===== src/rtl/mem_arb_pkg.sv =====
// Shared types for the mainMem port arbiter: owner tags, sequencer states,
// and the fixed word access size used by the loader and fetch.
package mem_arb_pkg;

  typedef enum logic [1:0] {
    NONE = 2'd0,
    DM   = 2'd1,
    IF   = 2'd2
  } tag_t;

  typedef enum logic {
    BOOT = 1'b0,
    RUN  = 1'b1
  } state_t;

  localparam logic [0:1] ACC_WORD = 2'b00;

endpackage


===== src/rtl/mem_arb_tag_pipe.sv =====
// Owner-tag delay line matching the memory read latency; freezing holds
// every stage so pending tags resume where they left off.
module mem_arb_tag_pipe
  import mem_arb_pkg::*;
#(
  parameter int DEPTH = 1
) (
  input  logic clock,
  input  logic reset_n,
  input  logic freeze,
  input  tag_t tag_in,
  output tag_t tag_out
);

  tag_t stage [DEPTH];

  always_ff @(posedge clock or negedge reset_n) begin
    if (!reset_n) begin
      for (int i = 0; i < DEPTH; i++) stage[i] <= NONE;
    end else if (!freeze) begin
      stage[0] <= tag_in;
      for (int i = 1; i < DEPTH; i++) stage[i] <= stage[i-1];
    end
  end

  assign tag_out = stage[DEPTH-1];

endmodule


===== src/rtl/mem_port_arbiter.sv =====
// Boot sequencer and single-port arbiter for mainMem: loader only in BOOT,
// then data-over-fetch priority with a starvation override for fetch.
module mem_port_arbiter
  import mem_arb_pkg::*;
#(
  parameter int MEM_LATENCY = 1,
  parameter int STARVE_MAX  = 4
) (
  input  logic        clock,
  input  logic        reset_n,
  input  logic        ld_req,
  input  logic [0:31] ld_addr,
  input  logic [0:31] ld_wdata,
  input  logic        ld_done,
  output logic        ld_gnt,
  input  logic        dm_req,
  input  logic        dm_wren,
  input  logic [0:1]  dm_size,
  input  logic [0:31] dm_addr,
  input  logic [0:31] dm_wdata,
  output logic        dm_gnt,
  output logic        dm_rvalid,
  output logic [0:31] dm_rdata,
  input  logic        if_req,
  input  logic [0:31] if_addr,
  output logic        if_gnt,
  output logic        if_rvalid,
  output logic [0:31] if_rdata,
  output logic        fetch_stall,
  output logic        run,
  output logic [0:31] mem_addr,
  output logic [0:31] mem_data_in,
  output logic [0:1]  mem_acc_size,
  output logic        mem_wren,
  output logic        mem_enable,
  input  logic [0:31] mem_data_out,
  input  logic        mem_busy
);

  localparam int CNT_W = $clog2(STARVE_MAX + 1);

  state_t           state;
  logic [CNT_W-1:0] starve_cnt;
  logic [0:31]      last_addr;
  logic [0:31]      last_data;
  logic             starve_hit;
  tag_t             push_tag;
  tag_t             out_tag;

  always_comb begin
    ld_gnt     = 1'b0;
    dm_gnt     = 1'b0;
    if_gnt     = 1'b0;
    starve_hit = (starve_cnt == CNT_W'(STARVE_MAX)) && if_req;
    if (state == BOOT) begin
      ld_gnt = ld_req && !mem_busy;
    end else if (!mem_busy) begin
      if (dm_req && !starve_hit) dm_gnt = 1'b1;
      else if (if_req)           if_gnt = 1'b1;
    end
  end

  // Idle cycles keep address/data at the last granted values.
  always_comb begin
    mem_enable   = ld_gnt || dm_gnt || if_gnt;
    mem_wren     = 1'b0;
    mem_acc_size = ACC_WORD;
    mem_addr     = last_addr;
    mem_data_in  = last_data;
    push_tag     = NONE;
    if (ld_gnt) begin
      mem_wren    = 1'b1;
      mem_addr    = ld_addr;
      mem_data_in = ld_wdata;
    end else if (dm_gnt) begin
      mem_wren     = dm_wren;
      mem_acc_size = dm_size;
      mem_addr     = dm_addr;
      mem_data_in  = dm_wdata;
      push_tag     = dm_wren ? NONE : DM;
    end else if (if_gnt) begin
      mem_addr = if_addr;
      push_tag = IF;
    end
  end

  always_ff @(posedge clock or negedge reset_n) begin
    if (!reset_n) begin
      last_addr <= '0;
      last_data <= '0;
    end else if (mem_enable) begin
      last_addr <= mem_addr;
      last_data <= mem_data_in;
    end
  end

  always_ff @(posedge clock or negedge reset_n) begin
    if (!reset_n) begin
      state      <= BOOT;
      run        <= 1'b0;
      starve_cnt <= '0;
    end else if (state == BOOT) begin
      if (ld_done && !ld_gnt) begin
        state <= RUN;
        run   <= 1'b1;
      end
    end else begin
      if (!if_req || if_gnt)
        starve_cnt <= '0;
      else if (dm_gnt && starve_cnt != CNT_W'(STARVE_MAX))
        starve_cnt <= starve_cnt + 1'b1;
    end
  end

  mem_arb_tag_pipe #(.DEPTH(MEM_LATENCY)) u_tag_pipe (
    .clock   (clock),
    .reset_n (reset_n),
    .freeze  (mem_busy),
    .tag_in  (push_tag),
    .tag_out (out_tag)
  );

  assign dm_rvalid   = !mem_busy && (out_tag == DM);
  assign if_rvalid   = !mem_busy && (out_tag == IF);
  assign dm_rdata    = dm_rvalid ? mem_data_out : '0;
  assign if_rdata    = if_rvalid ? mem_data_out : '0;
  assign fetch_stall = (state == BOOT) || (if_req && !if_gnt);

endmodule

===== config.mk =====
export PLATFORM = sky130hd
export DESIGN_NAME = mem_port_arbiter
export DESIGN_NICKNAME = d
export VERILOG_FILES = /design/src/rtl/mem_arb_pkg.sv /design/src/rtl/mem_arb_tag_pipe.sv /design/src/rtl/mem_port_arbiter.sv
export SDC_FILE = /design/constraint.sdc
export NUM_CORES = 1
export LEC_CHECK = 0
export BUFFER_PORTS_ARGS = -buffer_cell sky130_fd_sc_hd__buf_2
export CORE_AREA = 2 2 133 135
export CTS_BUF_LIST = sky130_fd_sc_hd__clkbuf_8 sky130_fd_sc_hd__clkbuf_16
export DETAILED_ROUTE_END_ITERATION = 7
export DIE_AREA = 0 0 135 137
export PLACE_DENSITY = 0.63
export SLEW_MARGIN = 20
export SYNTH_ARGS = -nofsm -noshare
export SYNTH_HDL_FRONTEND = slang
export SYNTH_SLANG_ARGS = --single-unit

===== constraint.sdc =====
create_clock -name clock -period 2 [get_ports clock]
set_clock_uncertainty 0.2 [all_clocks]
set_input_delay 0.1 -clock clock [delete_from_list [all_inputs] [get_ports clock]]
set_output_delay 0.1 -clock clock [all_outputs]
set_load 0.01 [all_outputs]

Word level (Yosys, flattened, before mapping)
Cells that the tools add are included.
- $add $sub $neg: 1
- eq/ne operators: 4
- multiplexer cells: 27
- bitwise gates (word level): 1
- reduce and logical (&&, ||, !) cells: 20
- operator list (kind ; number):
    32-bit two-way mux ; 7
    1-bit two-way mux ; 13
    2-bit two-way mux ; 5
    1-bit logical AND ; 8
    3-bit two-way mux ; 2
    1-bit zero test ; 5
    1-bit logical OR ; 4
    2-bit AND reduction ; 2
    3-bit by 1-bit adder with 3-bit output, second input constant ; 1
    3-bit equality test, second input constant ; 1
    3-bit != test, second input constant ; 1
    2-bit by 1-bit equality test with 1-bit output, second input constant ; 1
    2-bit equality test, second input constant ; 1
    2-bit nonzero test ; 1
    1-bit NOT ; 1
- flip-flop bits (word level): 71
- bits of input ports: 202
- output and inout bits: 139

Longest topological paths before layout
Gate-level depths: netlist of run 1.
- depth after elaboration: 10
- mapped depth: 9

Modules after synthesis
From an unflattened synthesis of run 1, not the netlist that was laid out.
- cell total of the unflattened synthesis: 583
- area, all modules: 4689.5 um^2
- modules (own cells, without submodules) (module ; instances ; cells each ; area an instance (um^2) ; sequential area each (um^2)):
    mem_port_arbiter ; 1 ; 579 ; 4616.9 ; 1726.7
    mem_arb_tag_pipe ; 1 ; 4 ; 72.6 ; 50.0

Worst setup path after synthesis of run 1
OpenSTA, ideal clock, no wires.
- path type: flip-flop to output port
- from: register starve_cnt[0]
- to: output mem_addr[5] in the netlist's numbering
- arrival time: 1629 ps
- data required time: 1700 ps
- slack: 71 ps
- stages on the path, launching flop included: 8
- buffers on the path: 2
- path through: dfrtp_1 -> inv_1 -> ha_1 -> a21bo_1 -> buf_2 -> buf_2 -> a221oi_1 -> o21ai_0
- word-level cells in the longest chain between the ends: 10
- RTL lines (what ; RTL line ; RTL):
    start: declaration ; mem_port_arbiter.sv:43 ; logic [CNT_W-1:0] starve_cnt;
    start signal: assignment ; mem_port_arbiter.sv:111 ; starve_cnt <= starve_cnt + 1'b1;
    3-bit equality test (*) ; mem_port_arbiter.sv:54 ; starve_hit = (starve_cnt == CNT_W'(STARVE_MAX)) && if_req;
    1-bit logical AND (*) ; mem_port_arbiter.sv:54 ;
    1-bit zero test (*) ; mem_port_arbiter.sv:58 ; if (dm_req && !starve_hit) dm_gnt = 1'b1;
    1-bit logical AND (*) ; mem_port_arbiter.sv:58 ;
    1-bit two-way mux ; mem_port_arbiter.sv:58 ;
    1-bit two-way mux ; mem_port_arbiter.sv:57 ; end else if (!mem_busy) begin
    1-bit two-way mux ; mem_port_arbiter.sv:55 ; if (state == BOOT) begin
    32-bit two-way mux ; mem_port_arbiter.sv:81 ; end else if (if_gnt) begin
    32-bit two-way mux (*) ; mem_port_arbiter.sv:75 ; end else if (dm_gnt) begin
    32-bit two-way mux (*) ; mem_port_arbiter.sv:71 ; if (ld_gnt) begin
    end: declaration ; mem_port_arbiter.sv:31 ; output logic [0:31] mem_addr,
Mark *: on every way between the ends. The rest lies on a longest branch, timed or not.

Worst setup path after layout of run 1
- from: register starve_cnt[0]
- to: output mem_data_in[1] in the netlist's numbering
- word-level cells in the longest chain between the ends: 9
- RTL lines (what ; RTL line ; RTL):
    3-bit equality test ; mem_port_arbiter.sv:54 ;
    1-bit logical AND ; mem_port_arbiter.sv:54 ;
    1-bit zero test ; mem_port_arbiter.sv:58 ;
    1-bit logical AND ; mem_port_arbiter.sv:58 ;
    1-bit two-way mux ; mem_port_arbiter.sv:58 ;
    1-bit two-way mux ; mem_port_arbiter.sv:57 ;
    1-bit two-way mux ; mem_port_arbiter.sv:55 ;
    32-bit two-way mux ; mem_port_arbiter.sv:75 ;
    32-bit two-way mux ; mem_port_arbiter.sv:71 ;
    end: declaration ; mem_port_arbiter.sv:32 ; output logic [0:31] mem_data_in,
Every way passes these cells.

==> results of run 1 <==
-- layout make-up --
type                       count  area, µm²  area share, %
tap                          225      281.5          2.825
inverter                       5      27.53         0.2762
clock buffer                   9      225.2          2.260
clock inverter                 7      50.05         0.5023
antenna                        1      2.502        0.02511
timing repair buffer         569       4173          41.88
sequential                    71       1777          17.83
multi-input combinational    451       3428          34.40
-- sequential cells by signal (all words and copies together) (netlist names) --
register and cells:
last_addr 32, last_data 32, run 1, starve_cnt 3
state 1, u_tag_pipe.tag_out 2
-- worst max-delay path, stage by stage (launching register included) --
cell and delay (ns):
dfrtp_1 0.39, inv_2 0.09, ha_4 0.15, buf_6 0.10, nand3_4 0.08, nand3_4 0.13, buf_12 0.14, buf_12 0.10
clkbuf_16 0.17, nand2_4 0.06, a31oi_1 0.23, buf_2 0.20
-- cells in the final DEF, fill, tap and decap left out, drive strengths merged --
master       count
a21bo            2
a31oi           64
dlygate4sd3    122
dfrtp           71
clkinv           4
diode            1
clkbuf          10
ha               2
nand3            4
a221oi          32
a21oi            1
clkinvlp         3
o21ai           98
nor3b            2
nand2b           1
a211oi           1
nor2b            3
and3            32
buf            446
mux2             1
inv              5
and2            66
nor2            33
a22o             1
o21bai           1
nand2          107
-- cell usage after synthesis (2+ instances only) --
| cell type | instances |
|---|---|
| ha_1 | 2 |
| and3_1 | 32 |
| inv_1 | 4 |
| nand3_4 | 2 |
| buf_2 | 15 |
| nand3_1 | 2 |
| nor3b_1 | 2 |
| and2_1 | 66 |
| buf_4 | 2 |
| a221oi_2 | 29 |
| o21ai_0 | 44 |
| nor2_1 | 33 |
| a221oi_1 | 3 |
| nor2b_1 | 3 |
| nand2_2 | 10 |
| dfrtp_1 | 71 |
| nand2_1 | 97 |
| a31oi_1 | 64 |
| buf_6 | 4 |
| o21ai_1 | 54 |
| clkbuf_1 | 29 |
-- worst max-delay path by stage --
stage                           to  slack, ns  depth (start not counted)
floorplan              mem_addr[5]       0.07                          7
global placement       mem_addr[5]      -0.07                          8
detailed placement     mem_addr[5]      -0.11                          8
CTS                   mem_addr[21]      -0.40                          9
global route        mem_data_in[1]      -0.56                         11
finish              mem_data_in[1]      -0.49                         11
-- what timing repair did --
action / 4_1_cts / 5_1_grt
hold buffers: 120 / 2
setup endpoints to repair: 78 / 118
buffers inserted: 15 / 14
cloned: 5 / 1
pin swaps: 49 / 76
endpoints found under the hold margin: 139 / 2
resized for setup: 90 / 124
-- routing by layer --
layer,share of wire [%],GRT usage [%],vias up
met5,0,0,-
met4,4.3,12.33,0
met3,5.7,3.963,80
met2,52,39.85,313
met1,38,25.71,3178
li1,-,-,3146
-- logic make-up (layout without fill, tap and decap cells) --
group	Yosys count	after routing	synth area share, %
muxes	1	1	0.2370
DFF	71	71	37.40
buffers and inverters	57	590	5.951
and+or+nand+nor	248	248	26.28
adders and majority gates	2	2	0.5266
AOI/OAI and AO/OA	200	200	29.60
other	0	1	0
-- through the flow --
stage / util, % / TNS, ns / instances / total power, mW / instance area (µm²)
5_1_grt: 58.41 / -30.89 / 1337 / 5.532 / 9962
3_5_place_dp: 42.44 / -1.400 / 1173 / 3.139 / 7239
6_report: 58.42 / -24.25 / 1338 / 5.271 / 9965
4_1_cts: 55.16 / -23.22 / 1328 / 5.074 / 9408
3_3_place_gp: 42.44 / -0.2475 / 1173 / 3.126 / 7239
2_1_floorplan: - / 0 / 579 / 2.435 / 4751
-- power by group through the flow --
stage               sequential [mW]  clock, mW  combinational (mW)
floorplan                      1.71          0               0.725
global placement               1.72          0                1.40
detailed placement             1.72          0                1.41
CTS                            1.73       1.55                1.80
global route                   1.77       1.61                2.15
finish                         1.75       1.51                2.01
==> summary.md, run 1 <==
| Metric | Value |
|---|---|
| Crit path time final | `2.494 ns` |
| Reg-to-reg startpoint | `starve_cnt[0]$_DFFE_PN0P_` |
| Clock latency on the worst-skew pair | `0.33 ns` |
| First-pass GRT wire length | `32.72 mm` |
| Layout cell share with drive strength beyond 1 | `51.53%` |
| Comb power frac | `38.2%` |
| CP required | `1.70 ns` |
| Slew of the pin with the lowest slew margin | `0.4846 ns` |
| R2R cell count | `11` |
| Core Footprint | `0.01706 mm²` |
| Clock power frac | `28.7%` |
| Die ar. | `0.01850 mm²` |
| Hold EP | `last_addr[31]$_DFFE_PN0P_` |
| Flop pwr share | `33.2%` |
| Critical Path Start | `starve_cnt[0]$_DFFE_PN0P_` |
| Reg2Reg Capture Point | `last_addr[0]$_DFFE_PN0P_` |
| Clock Root Buffer | `clkbuf_16` |
| DR vias | `6717` |
| DP HPWL | `14.01 mm` |
| Asr flop ratio synth | `100.0%` |
| Num ports | `341` |
| WP data arrival | `2.19 ns` |
| CP max FO | `8` |
| Post-route ant nets | `0` |
| Initial Utilization | `27.85%` |
| YS warnings | `0` |
| Final setup vio count | `76` |
| Vias in the first global route | `6568` |
| Post-Syn Area | `0.004751 mm²` |
| Port bufs | `340` |
| CTS H-tree depth | `3` |
| Clk slew on worst S/H paths | `0.06 ns` |
| CTS buffer count | `9` |
| NumNets Final | `1311` |
| Hold slack final | `-0.01531 ns` |
| Final WL | `23.06 mm` |
| Area Overhead vs Synth | `109.7%` |
| Static leakage | `4.975 nW` |
| F_max | `401.0 MHz` |
| #FFs+latches synth | `71` |
| Synth top area cells | `dfrtp_1, a221oi_2, and2_1` |
| Internal power | `3.576 mW` |
| Setup slack, reg-to-reg | `-0.13 ns` |
| Row cnt | `48` |
| # clock sinks | `71` |
| GP Congestion | `0.8425` |
| Total GRT Usage | `22.48%` |
| Synth Flop Type | `dfrtp_1` |
| Final Cycle Share | `124.7%` |
| Vias per std cell | `5.020` |
| Hold Path Depth | `4` |
| Sw frac | `32.15%` |
| DP Worst Slack | `-0.1060 ns` |
| Setup Crit Path Kind | `reg -> out` |
| Final count of hold timing violations | `5` |
| Violated checks | `hold timing, setup timing` |
| Wire per inst | `17.24 µm` |
| CTS tree | `done` |
| Setup crit end kind | `primary output` |
| Worst setup margin | `-0.4936 ns` |
| Max VDD drop | `400.1 µV` |
| Sequential share of the synthesized area | `37.40%` |
| Max cap viols | `0` |
| Gr ovfl total | `0` |
| P_sw | `1.694 mW` |
| Largest net degree at the start of global routing | `101` |
| DRC violations left | `0` |
| Pwr dens | `528.9 mW/mm²` |
| Initial drt markers | `305` |
| Share of the synthesized area in the top cell type | `37.40%` |
| Number of max-slew violations in the final report | `0` |
| Post-synth EDFFs | `0` |
| Min-delay src | `dm_addr[31]` |
| Status | `finished, violations left` |
| Slew headroom | `67.69%` |
| Hold crit path type | `in -> reg` |
| Mapped Cells | `579` |
| Maximum clock path buffer count | `2` |
| Syn nets | `783` |
| Drt pass-1 iters | `5` |
| Die Span Y | `137 µm` |
| Initial antenna violation count | `1` |
| Synth cell types | `32` |
| Chip Width | `135 µm` |
| # fillers | `1398` |
| CP startpoint kind | `flip-flop` |
| Avg Cell Area, Syn | `8.205 µm²` |
| Top cell type by total area after synthesis | `dfrtp_1` |
| RSZ-0062 raised after global routing | `true` |
(Power assumes the default switching activity.)
==> run 2, diff against run 1 <==
ABC_AREA = 1   (was default)
CORE_AREA = 2 2 132 134   (was 2 2 133 135)
DIE_AREA = 0 0 134 136   (was 0 0 135 137)
PLACE_DENSITY = 0.64   (was 0.63)
==> summary.md, run 2 <==
| Metric | Value |
|---|---|
| Status | `finished, violations left` |
| Violated checks | `setup timing` |
| Most common library cells after synthesis | `nand2_1, inv_1, dfrtp_1` |
| Syn nets | `946 (+21%)` |
| Pwr Total | `5.261 mW (-0.17%)` |
| CTS tree | `done` |
| # fillers | `1483 (+6.1%)` |
| Worst setup margin | `-0.2672 ns (+0.2265 ns)` |
| Num ports | `341 (unchanged)` |
| CP startpoint kind | `flip-flop` |
| Multiplexer share of the synthesized area | `0% (-0.24 points)` |
| Hold crit path type | `in -> reg` |
| F_max | `441.1 MHz (+10%)` |
| Chip Width | `134 µm (-0.74%)` |
| Largest net degree at the start of global routing | `41 (-59%)` |
| Vias per std cell | `4.591 (-8.6%)` |
| CTS buffer count | `9 (unchanged)` |
| Core Footprint | `0.01688 mm² (-1.1%)` |
| Number of max-slew violations in the final report | `0 (unchanged)` |
| Static leakage | `5.604 nW (+13%)` |
| Comb power frac | `34.6% (-3.6 points)` |
| Final Cycle Share | `113.4% (-11 points)` |
| #FFs+latches synth | `71 (unchanged)` |
| Die Span Y | `136 µm (-0.73%)` |
| Max cap viols | `0 (unchanged)` |
| Vias in the first global route | `6666 (+1.5%)` |
| GP Congestion | `0.8556 (+1.6%)` |
| Flop pwr share | `31.9% (-1.3 points)` |
| Final setup vio count | `69 (-9.2%)` |
| RSZ-0062 raised after global routing | `true` |
| First-pass GRT wire length | `32.00 mm (-2.2%)` |
| Setup_tns | `-11.47 ns (+12.78 ns)` |
| P_sw | `1.641 mW (-3.2%)` |
| Clock latency on the worst-skew pair | `0.33 ns (about the same)` |
| CP max FO | `19 (+11)` |
| CP required | `1.70 ns (about the same)` |
| Final core occ | `55.79% (-2.6 points)` |
| Initial drt markers | `369 (+21%)` |
| Row cnt | `48 (unchanged)` |
| Top delay family on crit path | `buffers and inverters` |
| Crit path time final | `2.267 ns (-0.2265 ns)` |
| DR vias | `6840 (+1.8%)` |
| Crit-path slowest cell | `dfrtp_1` |
| Simple-gate portion of the synthesized area | `44.57% (+18 points)` |
| Most common cell in the netlist | `nand2_1` |
| Asr flop ratio synth | `100.0% (unchanged)` |
| Sequential share of the synthesized area | `36.90% (-0.50 points)` |
| DP HPWL | `13.75 mm (-1.8%)` |
| Post-Syn Area | `0.004815 mm² (+1.3%)` |
| # clock sinks | `71 (unchanged)` |
| Clk slew on worst S/H paths | `0.06 ns (about the same)` |
| Clock Root Buffer | `clkbuf_16` |
| DRC violations left | `0 (unchanged)` |
| Max VDD drop | `494.8 µV (+24%)` |
| Total GRT Usage | `22.32% (-0.16 points)` |
| Largest family of logic cells by synthesized area | `simple AND/OR/NAND/NOR gates` |
| Slew of the pin with the lowest slew margin | `0.4658 ns (-0.01883 ns)` |
| Most frequent cells in the layout | `nand2_1, buf_2, dlygate4sd3_1` |
| Worst-path cell chain | `inv_1 > ha_2 > nand3_2 > nand2_4 > inv_4 > nand2_8 > inv_4 > buf_12 > a21boi_2 > nand2_1 > buf_6` |
| Compound-Gate Fraction of Synth Area | `6.627% (-23 points)` |
| WP data arrival | `1.97 ns (-0.22 ns)` |
| Share of the synthesized area in the top cell type | `36.90% (-0.50 points)` |
| CP most frequent cell | `inv_4` |
| Clock power frac | `33.6% (+4.9 points)` |
| Placed insts | `1292 (+10%)` |
| Die ar. | `0.01822 mm² (-1.5%)` |
| Most common cell after layout, fill and taps aside | `nand2_1` |
| CP bufs+invs | `5 (-1)` |
| Maximum clock path buffer count | `2 (unchanged)` |
| Mapped Cells | `742 (+28%)` |
| Drt pass-1 iters | `7 (+2)` |
| Area Overhead vs Synth | `95.56%` |
| Post-synth EDFFs | `0 (unchanged)` |
| Sw frac | `31.18% (-0.97 points)` |
| Gr ovfl total | `0 (unchanged)` |
| Final count of hold timing violations | `0 (-5)` |
| Wire per inst | `15.37 µm (-11%)` |
| Synth Flop Type | `dfrtp_1` |
| Slew headroom | `68.95% (+1.3 points)` |
| Post-route ant nets | `0 (unchanged)` |
| Layout Cells excl Fill | `1490 (+11%)` |
| Synth top area cells | `dfrtp_1, nand2_1, inv_1` |
| Top cell type by total area after synthesis | `dfrtp_1` |
| Initial antenna violation count | `3 (+2)` |
| CTS H-tree depth | `3 (unchanged)` |
| Largest registers | `last_addr: 32 flops, last_data: 32 flops, starve_cnt: 3 flops` |
| Initial Utilization | `28.53% (+0.68 points)` |
| Final WL | `22.90 mm (-0.69%)` |
| NumNets Final | `1461 (+11%)` |
| Port bufs | `340 (unchanged)` |
| Layout cell share with drive strength beyond 1 | `38.03% (-13 points)` |
| YS warnings | `0 (unchanged)` |
| Internal power | `3.621 mW (+1.2%)` |
| Synth cell types | `27 (-16%)` |
| Avg Cell Area, Syn | `6.489 µm² (-21%)` |
| Crit path largest cell delay | `0.38 ns (about the same)` |
| Setup crit end kind | `primary output` |
| Synth Area in Adders | `0.5198% (-0.0070 points)` |
| Pwr dens | `558.8 mW/mm² (+5.6%)` |
| Xor/xnor share of the synthesized area | `0.1819% (+0.18 points)` |
| Setup Crit Path Kind | `reg -> out` |
[run 2: cell types whose count changed in the layout (fill, tap and decap cells not counted), moves of 25 or more]
cell / previous run / this run
buf_4: 64 / 17
o21ai_1: 81 / 0
and3_1: 32 / 0
nor2_1: 32 / 69
nand3b_1: 0 / 32
nand3_2: 0 / 26
and2_1: 64 / 0
a21boi_2: 0 / 25
dlygate4sd3_1: 122 / 164
inv_1: 1 / 75
nand2_1: 65 / 354
a31oi_1: 52 / 0
nand2_4: 31 / 3
[run 2: timing repair]
item / 4_1_cts / 5_1_grt
pin swaps: 1 / 3
setup endpoints to repair: 67 / 83
cloned: 0 / 6
hold buffers: 163 / 2
endpoints found under the hold margin: 142 / 1
resized for setup: 34 / 58
setup buffers: 3 / 5
[run 2: final cells by class]
type,count,area [µm²],share of cell area (%)
Antenna cell,3,7.507,0.07973
Clock buffer,10,239.0,2.538
Clock inverter,6,85.08,0.9037
Inverter,82,337.8,3.588
Multi-Input combinational cell,552,2796,29.70
Sequential cell,71,1777,18.87
Tap cell,225,281.5,2.990
Timing Repair Buffer,541,3891,41.33
[run 2: worst register-to-register path, cell delays in order (launching register included)]
cell	delay, ns
dfrtp_1	0.38
inv_1	0.06
ha_2	0.18
nand3_2	0.10
nand2_4	0.11
inv_4	0.06
nand2_8	0.08
inv_4	0.06
buf_12	0.16
a21boi_2	0.20
buf_4	0.14
nand2_1	0.07
[run 2: worst paths after layout]
| check | startpoint | slack, ns | cells past startpoint | endpoint |
|---|---|---|---|---|
| worst max-delay path | starve_cnt[0]$_DFFE_PN0P_ | -0.27 | 11 | mem_addr[19] |
| worst min-delay path | ld_addr[25] | 0.02 | 5 | last_addr[25]$_DFFE_PN0P_ |
| max in group asynchronous | reset_n | 0.94 | 3 | starve_cnt[1]$_DFFE_PN0P_ |
| min in group asynchronous | reset_n | 0.05 | 2 | last_addr[30]$_DFFE_PN0P_ |
| worst min register to register | run$_DFFE_PN0P_ | 0.27 | 1 | run$_DFFE_PN0P_ |
| worst max register to register | starve_cnt[0]$_DFFE_PN0P_ | 0.08 | 11 | last_addr[11]$_DFFE_PN0P_ |
[run 2: cell families (layout without fill, tap and decap cells)]
| family | count (synthesis) | after routing |
|---|---|---|
| other cells | 0 | 3 |
| compound gates | 35 | 35 |
| simple gates | 514 | 514 |
| fa+ha+maj | 2 | 2 |
| xor+xnor | 1 | 1 |
| flops | 71 | 71 |
| buf+inv | 119 | 639 |
[run 2: routing by layer]
layer	global-route usage, %	routed length (µm)	vias up
met1	22.52	8047	3073
met5	0	11	-
met4	13.42	1258	2
met2	41.71	11920	390
li1	-	-	3267
met3	5.220	1670	108
[run 2: stage by stage]
| step | hold WS [ns] | area (µm²) | setup slack (ns) |
|---|---|---|---|
| floorplan | -0.3956 | 4815 | 0.2544 |
| global placement | -0.1242 | 6852 | 0.09793 |
| detailed placement | -0.1262 | 6852 | 0.05699 |
| CTS | -0.2146 | 8932 | -0.1798 |
| global route | 0.02328 | 9413 | -0.3680 |
| finish | 0.02329 | 9415 | -0.2672 |
[run 2: power by group through the flow]
stage / registers (mW) / logic [mW] / clock network (mW)
final: 1.68 / 1.82 / 1.77
after global routing: 1.69 / 1.98 / 1.86
after CTS: 1.68 / 1.65 / 1.79
after detailed placement: 1.70 / 1.36 / 0
after global placement: 1.69 / 1.36 / 0
after floorplan: 1.69 / 0.731 / 0
==> run 3, diff against run 2 <==
CORE_AREA = 5 5 131 133   (was 2 2 132 134)
DIE_AREA = 0 0 136 138   (was 0 0 134 136)
GPL_ROUTABILITY_DRIVEN = 0   (was default)
PLACE_DENSITY = 0.67   (was 0.64)
SKIP_CTS_REPAIR_TIMING = 1   (was default)
==> summary.md, run 3 (synthesis gave the netlist of run 2 again) <==
| Metric | Value |
|---|---|
| CTS H-tree depth | `3 (unchanged)` |
| WP data arrival | `1.96 ns (about the same)` |
| Max cap viols | `0 (unchanged)` |
| Final setup vio count | `67 (-2.9%)` |
| Initial drt markers | `329 (-11%)` |
| Largest registers | `last_addr: 32 flops, last_data: 32 flops, starve_cnt: 3 flops` |
| Core Footprint | `0.01571 mm² (-6.9%)` |
| Largest net degree at the start of global routing | `47 (+15%)` |
| Initial Utilization | `30.64% (+2.1 points)` |
| Hold crit path type | `in -> reg` |
| Final Cycle Share | `113.0% (-0.33 points)` |
| Chip Width | `136 µm (+1.5%)` |
| Drt pass-1 iters | `6 (-1)` |
| CTS buffer count | `9 (unchanged)` |
| Pwr dens | `549.5 mW/mm² (-1.7%)` |
| Max VDD drop | `366.3 µV (-26%)` |
| # clock sinks | `71 (unchanged)` |
| Die ar. | `0.01877 mm² (+3.0%)` |
| RSZ-0062 raised after global routing | `true` |
| NumNets Final | `1455 (-0.41%)` |
| Crit path largest cell delay | `0.40 ns (+0.02 ns)` |
| Row cnt | `46 (-4.2%)` |
| DP HPWL | `13.98 mm (+1.6%)` |
| Layout cell share with drive strength beyond 1 | `36.78% (-1.3 points)` |
| Hold slack final | `0.002779 ns (-0.02051 ns)` |
| CP bufs+invs | `5 (unchanged)` |
| DRC violations left | `0 (unchanged)` |
| DR vias | `6866 (+0.38%)` |
| Setup Crit Path Kind | `reg -> out` |
| Total GRT Usage | `17.96% (-4.4 points)` |
| Worst setup margin | `-0.2605 ns (+0.006689 ns)` |
| Violated checks | `setup timing` |
| Pwr Total | `5.160 mW (-1.9%)` |
| Placed insts | `1279 (-1.0%)` |
| Clk slew on worst S/H paths | `0.06 ns (about the same)` |
| Maximum clock path buffer count | `2 (unchanged)` |
| CP required | `1.70 ns (about the same)` |
| Slew headroom | `70.19% (+1.2 points)` |
| Gr ovfl total | `0 (unchanged)` |
| Clock Root Buffer | `clkbuf_16` |
| F_max | `442.4 MHz (+0.30%)` |
| Die Span Y | `138 µm (+1.5%)` |
| Layout Cells excl Fill | `1475 (-1.0%)` |
| Status | `finished, violations left` |
| Most frequent cells in the layout | `nand2_1, buf_2, dlygate4sd3_1` |
| Setup_tns | `-12.45 ns (-0.9822 ns)` |
| Final WL | `24.31 mm (+6.1%)` |
| Clock latency on the worst-skew pair | `0.33 ns (about the same)` |
| Initial antenna violation count | `4 (+1)` |
| Most common cell after layout, fill and taps aside | `nand2_1` |
| Vias in the first global route | `5513 (-17%)` |
| Num ports | `341 (unchanged)` |
| Port bufs | `340 (unchanged)` |
| CP startpoint kind | `flip-flop` |
| Final count of hold timing violations | `0 (unchanged)` |
| Top delay family on crit path | `simple AND/OR/NAND/NOR gates` |
| Vias per std cell | `4.655 (+1.4%)` |
| Crit path time final | `2.260 ns (-0.006689 ns)` |
| Static leakage | `5.563 nW (-0.74%)` |
| Area Overhead vs Synth | `95.01%` |
| Wire per inst | `16.48 µm (+7.2%)` |
| CP max FO | `8 (-11)` |
| Post-route ant nets | `0 (unchanged)` |
| Crit-path slowest cell | `dfrtp_1` |
| Setup crit end kind | `primary output` |
| Number of max-slew violations in the final report | `0 (unchanged)` |
| First-pass GRT wire length | `27.08 mm (-15%)` |
| CTS tree | `done` |
| Worst-path cell chain | `inv_1 > ha_2 > nand3_2 > nand2_4 > inv_6 > nand2_8 > nand2_4 > inv_8 > clkbuf_16 > nand2_1 > nand2_1 > buf_6` |
| Slew of the pin with the lowest slew margin | `0.4472 ns (-0.01862 ns)` |
==> run 3: final cells by class <==
| type | instances | area, µm² |
|---|---|---|
| clock buffer | 11 | 252.7 |
| fill | 1319 | 6324 |
| inverter | 82 | 340.3 |
| tap | 216 | 270.3 |
| antenna | 3 | 7.507 |
| sequential | 71 | 1777 |
| clock inverter | 5 | 50.05 |
| timing repair buffer | 535 | 3884 |
| multi-input combinational | 552 | 2808 |
==> run 3: stage by stage <==
step | area (µm²) | setup WS (ns) | util [%]
floorplan | 4815 | 0.2544 | -
global placement | 6785 | 0.08101 | 43.18
detailed placement | 6785 | 0.06484 | 43.18
CTS | 7088 | -0.3060 | 45.11
global route | 9389 | -0.3568 | 59.75
finish | 9389 | -0.2605 | 59.75
==> run 3: per-layer routing <==
metal / vias up / wire length, µm / track usage (%)
li1: 3256 / - / -
met1: 3062 / 8607 / 19.38
met2: 418 / 12200 / 33.92
met3: 130 / 1958 / 3.411
met4: 0 / 1544 / 7.003
met5: - / 0 / 0
==> run 3: where the power goes <==
part / total, mW / leakage, nW / internal, mW / switching, mW
clock network: 1.63 / 0.160 / 1.02 / 0.611
registers: 1.68 / 0.831 / 1.63 / 0.0560
logic: 1.84 / 4.57 / 0.882 / 0.963
==> run 3: worst register-to-register path: stages (launching register included) <==
cell,delay [ns]
dfrtp_1,0.40
inv_1,0.07
ha_2,0.17
nand3_2,0.08
nand2_4,0.13
inv_6,0.06
nand2_8,0.08
inv_6,0.07
clkbuf_16,0.18
a21boi_4,0.18
buf_4,0.13
nand2_1,0.04
==> run 3: worst paths after layout <==
| check | slack [ns] | cells after the start | end | startpoint |
|---|---|---|---|---|
| min in group asynchronous | 0.10 | 2 | last_data[0]$_DFFE_PN0P_ | reset_n |
| max in group asynchronous | 0.90 | 3 | last_addr[27]$_DFFE_PN0P_ | reset_n |
| hold reg to reg | 0.29 | 1 | run$_DFFE_PN0P_ | run$_DFFE_PN0P_ |
| setup / recovery | -0.26 | 12 | mem_addr[30] | starve_cnt[1]$_DFFE_PN0P_ |
| setup reg to reg | 0.11 | 11 | last_addr[28]$_DFFE_PN0P_ | starve_cnt[1]$_DFFE_PN0P_ |
| hold / removal | 0.003 | 4 | u_tag_pipe.tag_out[1]$_DFFE_PN0N_ | dm_req |
